**config.mk**
```make
export PLATFORM = sky130hd
export DESIGN_NAME = snapshot_ctrl
export DESIGN_NICKNAME = d
export VERILOG_FILES = /design/src/rtl/snapshot_ctrl.sv
export SDC_FILE = /design/constraint.sdc
export NUM_CORES = 1
export LEC_CHECK = 0
export ABC_AREA = 1
export CAP_MARGIN = 20
export CELL_PAD_IN_SITES_DETAIL_PLACEMENT = 0
export CELL_PAD_IN_SITES_GLOBAL_PLACEMENT = 1
export CORE_MARGIN = 3
export CORE_UTILIZATION = 33
export DETAILED_ROUTE_END_ITERATION = 12
export PLACE_DENSITY_LB_ADDON = 0.05
export SLEW_MARGIN = 20
export SYNTH_ARGS = -nofsm -noshare
export SYNTH_HDL_FRONTEND = slang
export SYNTH_SLANG_ARGS = --single-unit
```
**constraint.sdc**
```tcl
create_clock -name axi_clock -period 3.7 [get_ports axi_clock]
set_input_delay 0.925 -clock axi_clock [delete_from_list [all_inputs] [get_ports axi_clock]]
set_output_delay 0.925 -clock axi_clock [all_outputs]
set_load 0.01 [all_outputs]
```
**src/rtl/snapshot_ctrl.sv**
```systemverilog
// snapshot_ctrl: capture sequencer for the ADC snapshot buffer.
// Arms on a software edge, waits for a software/external trigger and a
// programmable post-trigger delay, then writes exactly 2**ADDR_WIDTH valid
// samples into the snapshot BRAM and reports status plus a done pulse.
module snapshot_ctrl #(
    parameter int DATA_WIDTH = 32,
    parameter int ADDR_WIDTH = 10
) (
    input  logic                  axi_clock,
    input  logic                  rst,
    input  logic [31:0]           config_snapshot,
    input  logic [31:0]           offset_snapshot,
    input  logic                  ext_trig,
    input  logic [DATA_WIDTH-1:0] din,
    input  logic                  din_valid,
    output logic                  bram_we,
    output logic [ADDR_WIDTH-1:0] bram_addr,
    output logic [DATA_WIDTH-1:0] bram_din,
    output logic [31:0]           status,
    output logic                  done_pulse
);

    typedef enum logic [2:0] {
        S_IDLE    = 3'd0,
        S_ARMED   = 3'd1,
        S_DELAY   = 3'd2,
        S_CAPTURE = 3'd3,
        S_DONE    = 3'd4
    } state_t;

    // One extra bit so the counter can hold the full capture length.
    localparam int                CNT_W     = ADDR_WIDTH + 1;
    localparam logic [CNT_W-1:0] LAST_ADDR = {1'b0, {ADDR_WIDTH{1'b1}}};

    state_t             r_state;
    logic               r_arm_hist;
    logic               r_sw_hist;
    logic               r_ext_hist;
    logic [31:0]        r_delay_cnt;
    logic [CNT_W-1:0]   r_sample_cnt;
    logic               r_done;
    logic               r_trig_src;

    state_t             w_next_state;
    logic               w_arm;
    logic               w_arm_edge;
    logic               w_sw_edge;
    logic               w_ext_hit;
    logic               w_trig;
    logic               w_write;
    logic [31:0]        w_delay_nxt;
    logic [CNT_W-1:0]   w_cnt_nxt;
    logic               w_done_nxt;
    logic               w_src_nxt;
    logic               w_unused;

    // Control word decode and rising-edge detection against the history bits.
    assign w_arm      = config_snapshot[0];
    assign w_arm_edge = w_arm & ~r_arm_hist;
    assign w_sw_edge  = config_snapshot[1] & ~r_sw_hist;
    assign w_ext_hit  = ext_trig & ~r_ext_hist & config_snapshot[2];
    assign w_trig     = w_sw_edge | w_ext_hit;
    assign w_unused   = ^config_snapshot[31:3];

    // State register.
    always_ff @(posedge axi_clock) begin
        // NOTE: sequential state uses non-blocking assignments so every register
        // samples the pre-edge values regardless of statement order.
        if (!rst) begin
            r_state <= S_IDLE;
        end else begin
            r_state <= w_next_state;
        end
    end

    // Next-state and next-value logic; disarm has priority over any progress.
    always_comb begin
        // NOTE: every output of this block gets a default first so no path
        // leaves a signal unassigned and infers a latch.
        w_next_state = r_state;
        w_write      = 1'b0;
        w_delay_nxt  = r_delay_cnt;
        w_cnt_nxt    = r_sample_cnt;
        w_done_nxt   = r_done;
        w_src_nxt    = r_trig_src;
        case (r_state)
            S_IDLE: begin
                if (w_arm_edge) begin
                    w_next_state = S_ARMED;
                    w_cnt_nxt    = '0;
                    w_done_nxt   = 1'b0;
                    w_src_nxt    = 1'b0;
                end
            end
            S_ARMED: begin
                if (!w_arm) begin
                    w_next_state = S_IDLE;
                end else if (w_trig) begin
                    w_src_nxt    = w_ext_hit & ~w_sw_edge;
                    w_delay_nxt  = offset_snapshot;
                    w_next_state = (offset_snapshot == 32'd0) ? S_CAPTURE : S_DELAY;
                end
            end
            S_DELAY: begin
                if (!w_arm) begin
                    w_next_state = S_IDLE;
                end else if (r_delay_cnt <= 32'd1) begin
                    w_next_state = S_CAPTURE;
                end else begin
                    w_delay_nxt = r_delay_cnt - 32'd1;
                end
            end
            S_CAPTURE: begin
                if (!w_arm) begin
                    w_next_state = S_IDLE;
                end else if (din_valid) begin
                    w_write   = 1'b1;
                    w_cnt_nxt = r_sample_cnt + 1'b1;
                    if (r_sample_cnt == LAST_ADDR) begin
                        w_next_state = S_DONE;
                        w_done_nxt   = 1'b1;
                    end
                end
            end
            S_DONE: begin
                if (!w_arm) begin
                    w_next_state = S_IDLE;
                end
            end
            default: begin
                w_next_state = S_IDLE;
            end
        endcase
    end

    // Datapath registers, write port and status; status shows the new state.
    always_ff @(posedge axi_clock) begin
        if (!rst) begin
            // History bits start high so a level held through reset is no edge.
            r_arm_hist   <= 1'b1;
            r_sw_hist    <= 1'b1;
            r_ext_hist   <= 1'b1;
            r_delay_cnt  <= '0;
            r_sample_cnt <= '0;
            r_done       <= 1'b0;
            r_trig_src   <= 1'b0;
            bram_we      <= 1'b0;
            bram_addr    <= '0;
            bram_din     <= '0;
            status       <= '0;
            done_pulse   <= 1'b0;
        end else begin
            r_arm_hist   <= w_arm;
            r_sw_hist    <= config_snapshot[1];
            r_ext_hist   <= ext_trig;
            r_delay_cnt  <= w_delay_nxt;
            r_sample_cnt <= w_cnt_nxt;
            r_done       <= w_done_nxt;
            r_trig_src   <= w_src_nxt;
            bram_we      <= w_write;
            if (w_write) begin
                bram_addr <= r_sample_cnt[ADDR_WIDTH-1:0];
                bram_din  <= din;
            end
            status     <= {16'(w_cnt_nxt), 11'd0, w_src_nxt, w_done_nxt, w_next_state};
            done_pulse <= (w_next_state == S_DONE) && (r_state != S_DONE);
        end
    end

endmodule

```
# [Yosys cells after proc, flatten, opt, wreduce, memory -nomap -nowiden]
# Index checks and enable logic that the tools add are counted.
[word_totals] regBits=127 latchBits=0 rom_bits=0 out_inout_bits=76 ram_bits=0 input_bits=100 memories=0
[op_classes] n_eq_ne=11 n_div=0 n_bitwise=10 n_shift=0 n_lt_le_gt_ge=1 muxes=32 multipliers=0 reduce_logical=5 addsub=2
[op_table] op="$mux W32" count=4
[op_table] op="$pmux W32 S2" count=1
[op_table] op="$mux W11" count=3
[op_table] op="$le A32 B1 Y1 const B" count=1
[op_table] op="$logic_not A32 Y1" count=1
[op_table] op="$sub A32 B1 Y32 const B" count=1
[op_table] op="$mux W3" count=9
[op_table] op="$pmux W11 S2" count=1
[op_table] op="$pmux W3 S5" count=1
[op_table] op="$add A11 B1 Y11 const B" count=1
[op_table] op="$eq A11 B10 Y1 const B" count=1
[op_table] op="$mux W1" count=11
[op_table] op="$ne A2 B2 Y1 const B" count=4
[op_table] op="$eq A3 B2 Y1 const B" count=2
[op_table] op="$eq A3 B3 Y1 const B" count=2
[op_table] op="$and A1 B1 Y1" count=5
[op_table] op="$reduce_and A5 Y1" count=1
[op_table] op="$not A1 Y1" count=4
[op_table] op="$pmux W1 S2" count=2
[op_table] op="$eq A3 B1 Y1 const B" count=1
[op_table] op="$logic_not A3 Y1" count=1
[op_table] op="$ne A3 B3 Y1 const B" count=1
[op_table] op="$reduce_bool A2 Y1" count=1
[op_table] op="$logic_and A1 B1 Y1" count=1
[op_table] op="$or A1 B1 Y1" count=1

# [Longest topological paths before layout]
# Gate-level depths: netlist (run 1).
[logic_depth] word_depth=9 ltp_mapped=12 mapped_depth_nobuf=12

# [Least setup slack after synthesis (run 1)]
# Ideal clock, no wire load.
[synth_timing] path_kind="input to register" start="input config_snapshot[1]" end="register r_delay_cnt[21]" stages=10 required_time_ps=3590 setup_ps=110 n_path_buf=1 arrival_time_ps=1870 setup_slack_ps=1721 cell_sequence="inv_1 > nor2_1 > nor2_1 > o21ai_4 > nand2_8 > inv_6 > buf_6 > nand3_2 > nand2_1 > nor2_2"
[synth_via] elab_chain_cells=4
[synth_lines] element="from (decl)" line_no="11" rtl="input logic [31:0] config_snapshot,"
[synth_lines] element="$and A1 B1 Y1" line_no="60" rtl="assign w_sw_edge = config_snapshot[1] & ~r_sw_hist;"
[synth_lines] element="$or A1 B1 Y1" line_no="62" rtl="assign w_trig = w_sw_edge | w_ext_hit;"
[synth_lines] element="$ne A2 B2 Y1 (no line)"
[synth_lines] element="$reduce_and A5 Y1 (no line)"
[synth_lines] element="to (signal assigned)" line_no="156" rtl="r_delay_cnt <= w_delay_nxt;"
[synth_lines] element="to (decl)" line_no="39" rtl="logic [31:0] r_delay_cnt;"
# Every way passes these cells.
# A chain may end at the register's enable or synchronous reset.

==> results of run 1 <==
-- where the power goes --
group	internal, mW	total [mW]	switching (mW)
Sequential	1.03	1.03	0.00493
Clock	0.615	1.04	0.422
Combinational	0.115	0.251	0.136
Total	1.76	2.32	0.564
-- metal layers --
metal	track usage, %	vias to the layer above	routed length (um)
met4	7.08	0	334
met1	23.3	2385	7110
met3	4.59	19	822
met2	31.4	105	7620
met5	0	-	0
li1	-	2777	-
-- worst paths after layout --
| check | start | to | depth (start not counted) |
|---|---|---|---|
| max | config_snapshot[0] | flop | 8 |
| min reg2reg | flop | flop | 2 |
| min | flop | flop | 2 |
| max reg2reg | r_delay_cnt[0]$_SDFFE_PN0P_ | r_delay_cnt[4]$_SDFFE_PN0P_ | 9 |
-- area by class of cell --
class / instances / area (um2)
Sequential cell: 95 / 1900
Clock inverter: 6 / 91.3
Tap cell: 211 / 264
Timing Repair Buffer: 137 / 1350
Multi-Input combinational cell: 618 / 2760
Clock buffer: 10 / 239
Fill cell: 1630 / 8400
Inverter: 67 / 256
-- metrics by stage --
stage | hold slack (ns) | util (%) | std cells | instance area (um2) | power, mW
floorplan | 0.429 | - | 827 | 5200 | 1.20
global placement | 0.455 | 42.8 | 1128 | 6530 | 1.31
detailed placement | 0.455 | 42.8 | 1128 | 6530 | 1.31
CTS | 0.477 | 45.0 | 1144 | 6860 | 2.36
global route | 0.518 | 45.0 | 1144 | 6860 | 2.42
finish | 0.469 | 45.0 | 1144 | 6860 | 2.32
-- Yosys cell counts (4+ instances only) --
library cell	count	area (um2)
buf_2	7	35.0
o21ai_0	77	385
clkbuf_1	17	63.8
xor2_1	5	43.8
buf_6	4	45.0
inv_1	63	236
nor2_1	220	826
dfxtp_1	95	1900
a21oi_1	35	175
nor2_2	6	37.5
nand3_1	38	190
buf_4	19	143
nand2_1	162	608
a211oi_1	4	30.0
nor3_1	4	20.0
o21ai_1	19	95.1
-- critical path: stages --
cell and delay (ns):
clkdlybuf4s50_1 0.58, nand2_1 0.21, nor2_2 0.06, buf_4 0.19, inv_1 0.08, buf_4 0.36, nor2_1 0.11, a32o_1 0.23
-- cells in the final DEF (no fill, tap or decap), drive strengths merged, types with 5 or more instances in the layout --
master | synthesis | final
nor2 | 227 | 227
nand2 | 165 | 165
clkdlybuf4s50 | 0 | 129
o21ai | 97 | 97
dfxtp | 95 | 95
inv | 66 | 67
nand3 | 40 | 40
a21oi | 35 | 35
conb | 1 | 16
clkbuf | 17 | 10
buf | 30 | 8
xor2 | 5 | 5
-- logic make-up after synthesis --
logic type                 Yosys count
adders and majority gates            3
xor gates and xnor gates             8
other                                1
and+or+nand+nor                    445
AOI/OAI and AO/OA                  146
buffers and inverters              114
DFF                                 95
==> impl_metrics.toml, run 1 <==
[drt]
drtIter0Drc = 222
drt_pre_antenna_iters = 5
postRouteWirelength_um = 15900
wl_per_cell_um = 13.9
drc = 0
ant_nets = 0
drt-vias-per-instance = 4.62
via_count = 5286

[global_route]
overflow = 0
antenna_found_initial = 0
grt_pass1_wl_um = 25300
grt_use_total_pct = 18.7
first_global_vias = 5050
grt_max_degree = 68

[timing]
fin_skew_ns = 0.00434
hold_violations = 0
worstMarginPinSlew_ns = 0.744
rsz0062_at_grt = "false"
setup_ws_ns = 1.17
setup_viol = 0
relSlewSlack_pct = 50.1
fin_crit_sh_pct = 68.4
slew_viol_final = 0
min_period_ns = 2.53
fmax_mhz = 395
tns_ns = 0

[floorplan]
dieArea_um2 = 17100
num_rows = 45
fp.dieH_um = 131
core_area_um2 = 15300
die_x_um = 131
initial_core_util_pct = 33.7
io_pins = 176

[logic_synthesis]
ys_async_sr_fraction_pct = 0
ys_seq_area_share_pct = 36.9
synth_top_family_by_area = "simple AND/OR/NAND/NOR gates"
yosys_warnings = 0
synth_adder_area_share_pct = 0.729
syn-instance-count = 812
synthXorXnorAreaFrac_pct = 1.36
synth-seq-cells = 95
mappedNetlistArea_um2 = 5150
synthSimpleGateAreaFrac_pct = 35.2
ys_types = 40
synth-main-ff-cell = "dfxtp_1"
synth_compound_gate_area_share_pct = 15.2
synthMuxAreaShare_pct = 0
synth_edf_count = 0
syn_area_per_cell_um2 = 6.34

[cts]
post_cts_buffers = 0
htreeDepth = 3
cts_sinks = 95
cts_hold_repair.buffers = 0
clockBufferDepth = 2
cts_resized = 0
cts.clk_slew.worst_paths_ns = 0.07
cts_tree = "built"
clock_latency_ns = 0.34
clock-root-buffer = "clkbuf_16"
cts_made_buffers = 9

[power_and_ir_drop]
power.leakage_nw = 3.01
vdd_ir_drop_max_mv = 0.215
power.density_nw_per_um2 = 338

[place]
dpl.hpwl_um = 11600
port_buffers = 130
dp_worst_setup_slack_ns = 0.803
gp_congestion = 0.863

[setup_path]
cp-end-kind = "flop"
path_class = "input pin to flop"
cp.arrival_ns = 2.77
critPathLaunchType = "input pin"
r2r_slack_ns = 1.52
worstPathMaxFanout = 39
cp_data_required_time_ns = 3.94

[status]
status = "complete, no violations"

[layout]
nets = 1031
antennaDiodeCount = 0
area_growth_pct = 33.3
drive_above_1_share_pct = 4.61

[flow_run]
maxCapViolCount = 0

[worst_hold_path]
hp-class = "flop to flop"
Power figures use the tool's default switching activity.
==> run 2, diff against run 1 <==
CORE_UTILIZATION = 28   (was 33)
clock period = 2.3 ns   (was 3.7 ns; I/O delays follow)
==> run 2 against run 1 <==
  * Critical path depth up 1
  * Combinational power up 67%
  * Core utilization down 5.5 points
  * Hold slack better by 0.012 ns
  * Sequential power up 61%
  * Die area up 17%
  * First-iteration DRC count up 10%
  * Routed wire length up 6.9%
  * Final area up 1.5%
==> impl_metrics.toml, run 2 (synthesis results as in run 1) <==
[global_route]
first_global_vias = 5433
antenna_found_initial = 0
overflow = 0
grt_max_degree = 68
grt_use_total_pct = 17.1
grt_pass1_wl_um = 27600

[place]
port_buffers = 130
dp_cells = 1157
dpl.hpwl_um = 12500
gp_congestion = 0.798
postPlaceCellArea_um2 = 6670

[flow_run]
maxCapViolCount = 0

[layout]
drive_above_1_share_pct = 6.12
area_growth_pct = 35.2
final_cell_mix = "220 x nor2_1, 162 x nand2_1, 129 x clkdlybuf4s50_1, 95 x dfxtp_1, 77 x o21ai_0"
final_area_um2 = 6960
final_cells = 1173
antennaDiodeCount = 0
nets = 1046
final_common_cell = "nor2_1"

[cts]
cts_tree = "built"
clock-root-buffer = "clkbuf_16"
cts.clk_slew.worst_paths_ns = 0.07
cts_sinks = 95
htreeDepth = 3
clock_latency_ns = 0.35
post_cts_buffers = 0
cts_hold_repair.buffers = 0
cts_resized = 0
cts_made_buffers = 9
clockBufferDepth = 2

[timing]
slew_viol_final = 0
fmax_mhz = 495
fin_crit_sh_pct = 87.9
rsz0062_at_grt = "false"
relSlewSlack_pct = 52.7
worstMarginPinSlew_ns = 0.710
fin_skew_ns = 0.0107
hold_violations = 0
setup_viol = 0
hold_slack_ns = 0.480
min_period_ns = 2.02

[setup_path]
cp_top_family = "compound AO/OA/AOI/OAI gates"
slowest_stage = "dfxtp_1"
path_class = "flop to flop"
critical_path_buf_inv_count = 2
cp_cell_sequence = "inv_1 > ha_1 > nand2_2 > a21oi_1 > nand3_4 > nand2_8 > buf_4 > o21ai_1 > a21oi_1"
worstPathMaxFanout = 20
max_stage_delay_ns = 0.34
cp.arrival_ns = 2.30
cp_data_required_time_ns = 2.58
critPathLaunchType = "flop"
cp_common_cell = "a21oi_1"
cp-end-kind = "flop"

[drt]
drc = 0
postRouteWirelength_um = 17000
via_count = 5360
drt-vias-per-instance = 4.57
drt_pre_antenna_iters = 5
ant_nets = 0
drtIter0Drc = 245
wl_per_cell_um = 14.5

[worst_hold_path]
hp-class = "flop to flop"

[floorplan]
initial_core_util_pct = 29.2
num_rows = 48
dieArea_um2 = 20100
core_area_um2 = 17700
io_pins = 176
die_x_um = 142
fp.dieH_um = 142

[status]
status = "complete, no violations"

[power_and_ir_drop]
power.density_nw_per_um2 = 513
power.leakage_nw = 3.06
vdd_ir_drop_max_mv = 0.329
## run 2: changes by cell type in the layout (fill, tap and decap cells not counted)
cell	before	now
buf_12	0	1
buf_4	7	21
bufinv_16	2	0
clkinv_4	2	0
clkinvlp_4	0	1
inv_6	2	4
inv_8	0	1
## run 2: path summary, 6_finish.rpt
kind | start | to | slack, ns | depth (start not counted)
min reg2reg | flop | flop | 0.48 | 2
max | r_delay_cnt[0]$_SDFFE_PN0P_ | r_delay_cnt[1]$_SDFFE_PN0P_ | 0.28 | 9
max reg2reg | r_delay_cnt[0]$_SDFFE_PN0P_ | r_delay_cnt[1]$_SDFFE_PN0P_ | 0.28 | 9
min | flop | flop | 0.48 | 2
## run 2: report_power, final
| part | internal, mW | total, mW | switching (mW) | leakage [nW] |
|---|---|---|---|---|
| registers | 1.65 | 1.66 | 0.00806 | 0.766 |
| clock network | 0.782 | 1.49 | 0.712 | 0.142 |
| logic | 0.194 | 0.418 | 0.224 | 2.15 |
| total | 2.63 | 3.57 | 0.945 | 3.06 |
## run 2: final cells by class
class | count | area [um2]
multi-input cells | 618 | 2760
clock inverters | 6 | 50.0
inverters | 67 | 256
clock buffers | 10 | 239
well taps | 225 | 282
fillers | 1913 | 10700
repair buffers | 152 | 1470
flip-flops and latches | 95 | 1900
## run 2: per-layer routing
layer | global-route usage (%) | routed length (um) | vias up
met5 | 0 | 0 | -
met1 | 20.3 | 7520 | 2436
met3 | 4.48 | 847 | 17
li1 | - | - | 2808
met4 | 4.70 | 257 | 0
met2 | 30.3 | 8360 | 99
## run 2: worst reg2reg max path, cell delays in order (launching register included)
cell     delay, ns
dfxtp_1       0.34
inv_1         0.15
ha_1          0.21
nand2_2       0.12
a21oi_1       0.31
nand3_4       0.17
nand2_8       0.13
buf_4         0.26
o21ai_1       0.10
a21oi_1       0.15
## run 2: through the flow
step | worst slack [ns] | power, mW | setup TNS (ns) | util, %
6_report | 0.279 | 3.57 | 0 | 39.4
5_1_grt | 0.0672 | 3.75 | 0 | 39.4
4_1_cts | 0.254 | 3.65 | 0 | 39.4
3_5_place_dp | -0.0441 | 2.12 | -0.0889 | 37.8
3_3_place_gp | -0.0310 | 2.12 | -0.0720 | 37.8
2_1_floorplan | 0.647 | 1.93 | 0 | -
==> run 3, diff against run 2 <==
CORE_ASPECT_RATIO = 0.7   (was not set)
==> run 3 against run 2 <==
  * Via count is essentially flat
  * Hold slack lost 0.016 ns
  * Sequential cell count is the same
  * Critical path depth shrank 8
  * First-iteration DRC count grew 22%
  * Register-to-register slack gained 0.02 ns
  * Fmax grew 0.90%
  * Combinational power grew 2%
  * Global-route usage grew 0.10 points
==> impl_metrics.toml, run 3 (synthesis results as in run 1) <==
[status]
status = "complete, no violations"

[drt]
drt-vias-per-instance = 4.55
drt_pre_antenna_iters = 5
wl_per_cell_um = 14.5
postRouteWirelength_um = 17000
via_count = 5355
drc = 0
drtIter0Drc = 298
ant_nets = 0

[floorplan]
initial_core_util_pct = 29.3
io_pins = 176
num_rows = 40
core_area_um2 = 17600
dieArea_um2 = 20100
fp.dieH_um = 119
die_x_um = 168

[layout]
final_common_cell = "nor2_1"
area_growth_pct = 35.9
nets = 1045
nFillCells = 1854
final_cell_mix = "220 x nor2_1, 162 x nand2_1, 129 x clkdlybuf4s50_1, 95 x dfxtp_1, 77 x o21ai_0"
final_cells = 1178
antennaDiodeCount = 0
drive_above_1_share_pct = 6.02

[setup_path]
cp.arrival_ns = 1.43
cp_data_required_time_ns = 1.73
path_class = "flop to output pin"
cp_cell_sequence = "clkdlybuf4s50_1"
cp-end-kind = "output pin"
worstPathMaxFanout = 8
critical_path_buf_inv_count = 1
max_stage_delay_ns = 0.60
cp_top_family = "buffers and inverters"
slowest_stage = "clkdlybuf4s50_1"
critPathLaunchType = "flop"

[timing]
fin_crit_sh_pct = 87.1
fmax_mhz = 499
worstMarginPinSlew_ns = 0.661
fin_skew_ns = 0.00837
relSlewSlack_pct = 55.9
min_period_ns = 2.00
hold_violations = 0
hold_slack_ns = 0.464
setup_viol = 0
rsz0062_at_grt = "false"
slew_viol_final = 0
tns_ns = 0
setup_ws_ns = 0.297

[cts]
cts_resized = 0
clock-root-buffer = "clkbuf_16"
clock_latency_ns = 0.35
post_cts_buffers = 0
htreeDepth = 3
clockBufferDepth = 2
cts_made_buffers = 9
cts.clk_slew.worst_paths_ns = 0.07
cts_sinks = 95
cts_tree = "built"
cts_hold_repair.buffers = 0

[global_route]
overflow = 0
grt_use_total_pct = 17.2
antenna_found_initial = 0
first_global_vias = 5145
use_met2_pct = 23.4
grt_max_degree = 68
grt_pass1_wl_um = 27800
grt_use_met1_pct = 26.2
met3_usage_pct = 5.71
grt.busiest_layer = "met1"

[place]
gp_congestion = 0.830
port_buffers = 130
dp_cells = 1162
dp_worst_setup_slack_ns = -0.0111
dpl.hpwl_um = 12700

[worst_hold_path]
hp-class = "flop to flop"

[power_and_ir_drop]
power.density_nw_per_um2 = 536
vdd_ir_drop_max_mv = 0.307
power.leakage_nw = 3.07
power_mw = 3.75

[flow_run]
maxCapViolCount = 0
-- run 3: cell count changes in the layout (fill, tap and decap cells not counted), sizes merged --
cell / before / now
buf: 23 / 22
bufinv: 0 / 1
clkbuf: 10 / 9
clkinvlp: 1 / 0
inv: 70 / 71
-- run 3: path summary, 6_finish.rpt --
path	from	end	slack, ns	cells past startpoint
max	flop	status[21]	0.30	1
min	flop	flop	0.46	2
min reg2reg	flop	flop	0.46	2
max reg2reg	r_delay_cnt[0]$_SDFFE_PN0P_	r_delay_cnt[1]$_SDFFE_PN0P_	0.30	9
-- run 3: where the power goes --
group / total (mW) / switching (mW) / internal (mW) / leakage (nW)
logic: 0.427 / 0.233 / 0.194 / 2.15
clock network: 1.66 / 0.775 / 0.886 / 0.159
registers: 1.66 / 0.00821 / 1.65 / 0.766
total: 3.75 / 1.02 / 2.73 / 3.07
-- run 3: stage by stage --
step / utilization (%) / instance area, um2
after floorplan: - / 5200
after global placement: 38.0 / 6670
after detailed placement: 38.0 / 6670
after CTS: 39.8 / 7000
after global routing: 39.8 / 7000
final: 39.8 / 7000
-- run 3: area by class of cell --
cell class	count	area [um2]	area share, %
multi-input combinational	618	2760	39.4
sequential	95	1900	27.2
timing repair buffer	151	1470	21.0
tap	231	289	4.13
inverter	67	256	3.67
clock buffer	9	225	3.22
clock inverter	7	97.6	1.39
-- run 3: metal layers --
layer,wire [um],part of all wire [%]
met1,9000,53
met4,125,0.73
met3,1350,7.9
met2,6540,38
met5,0,0
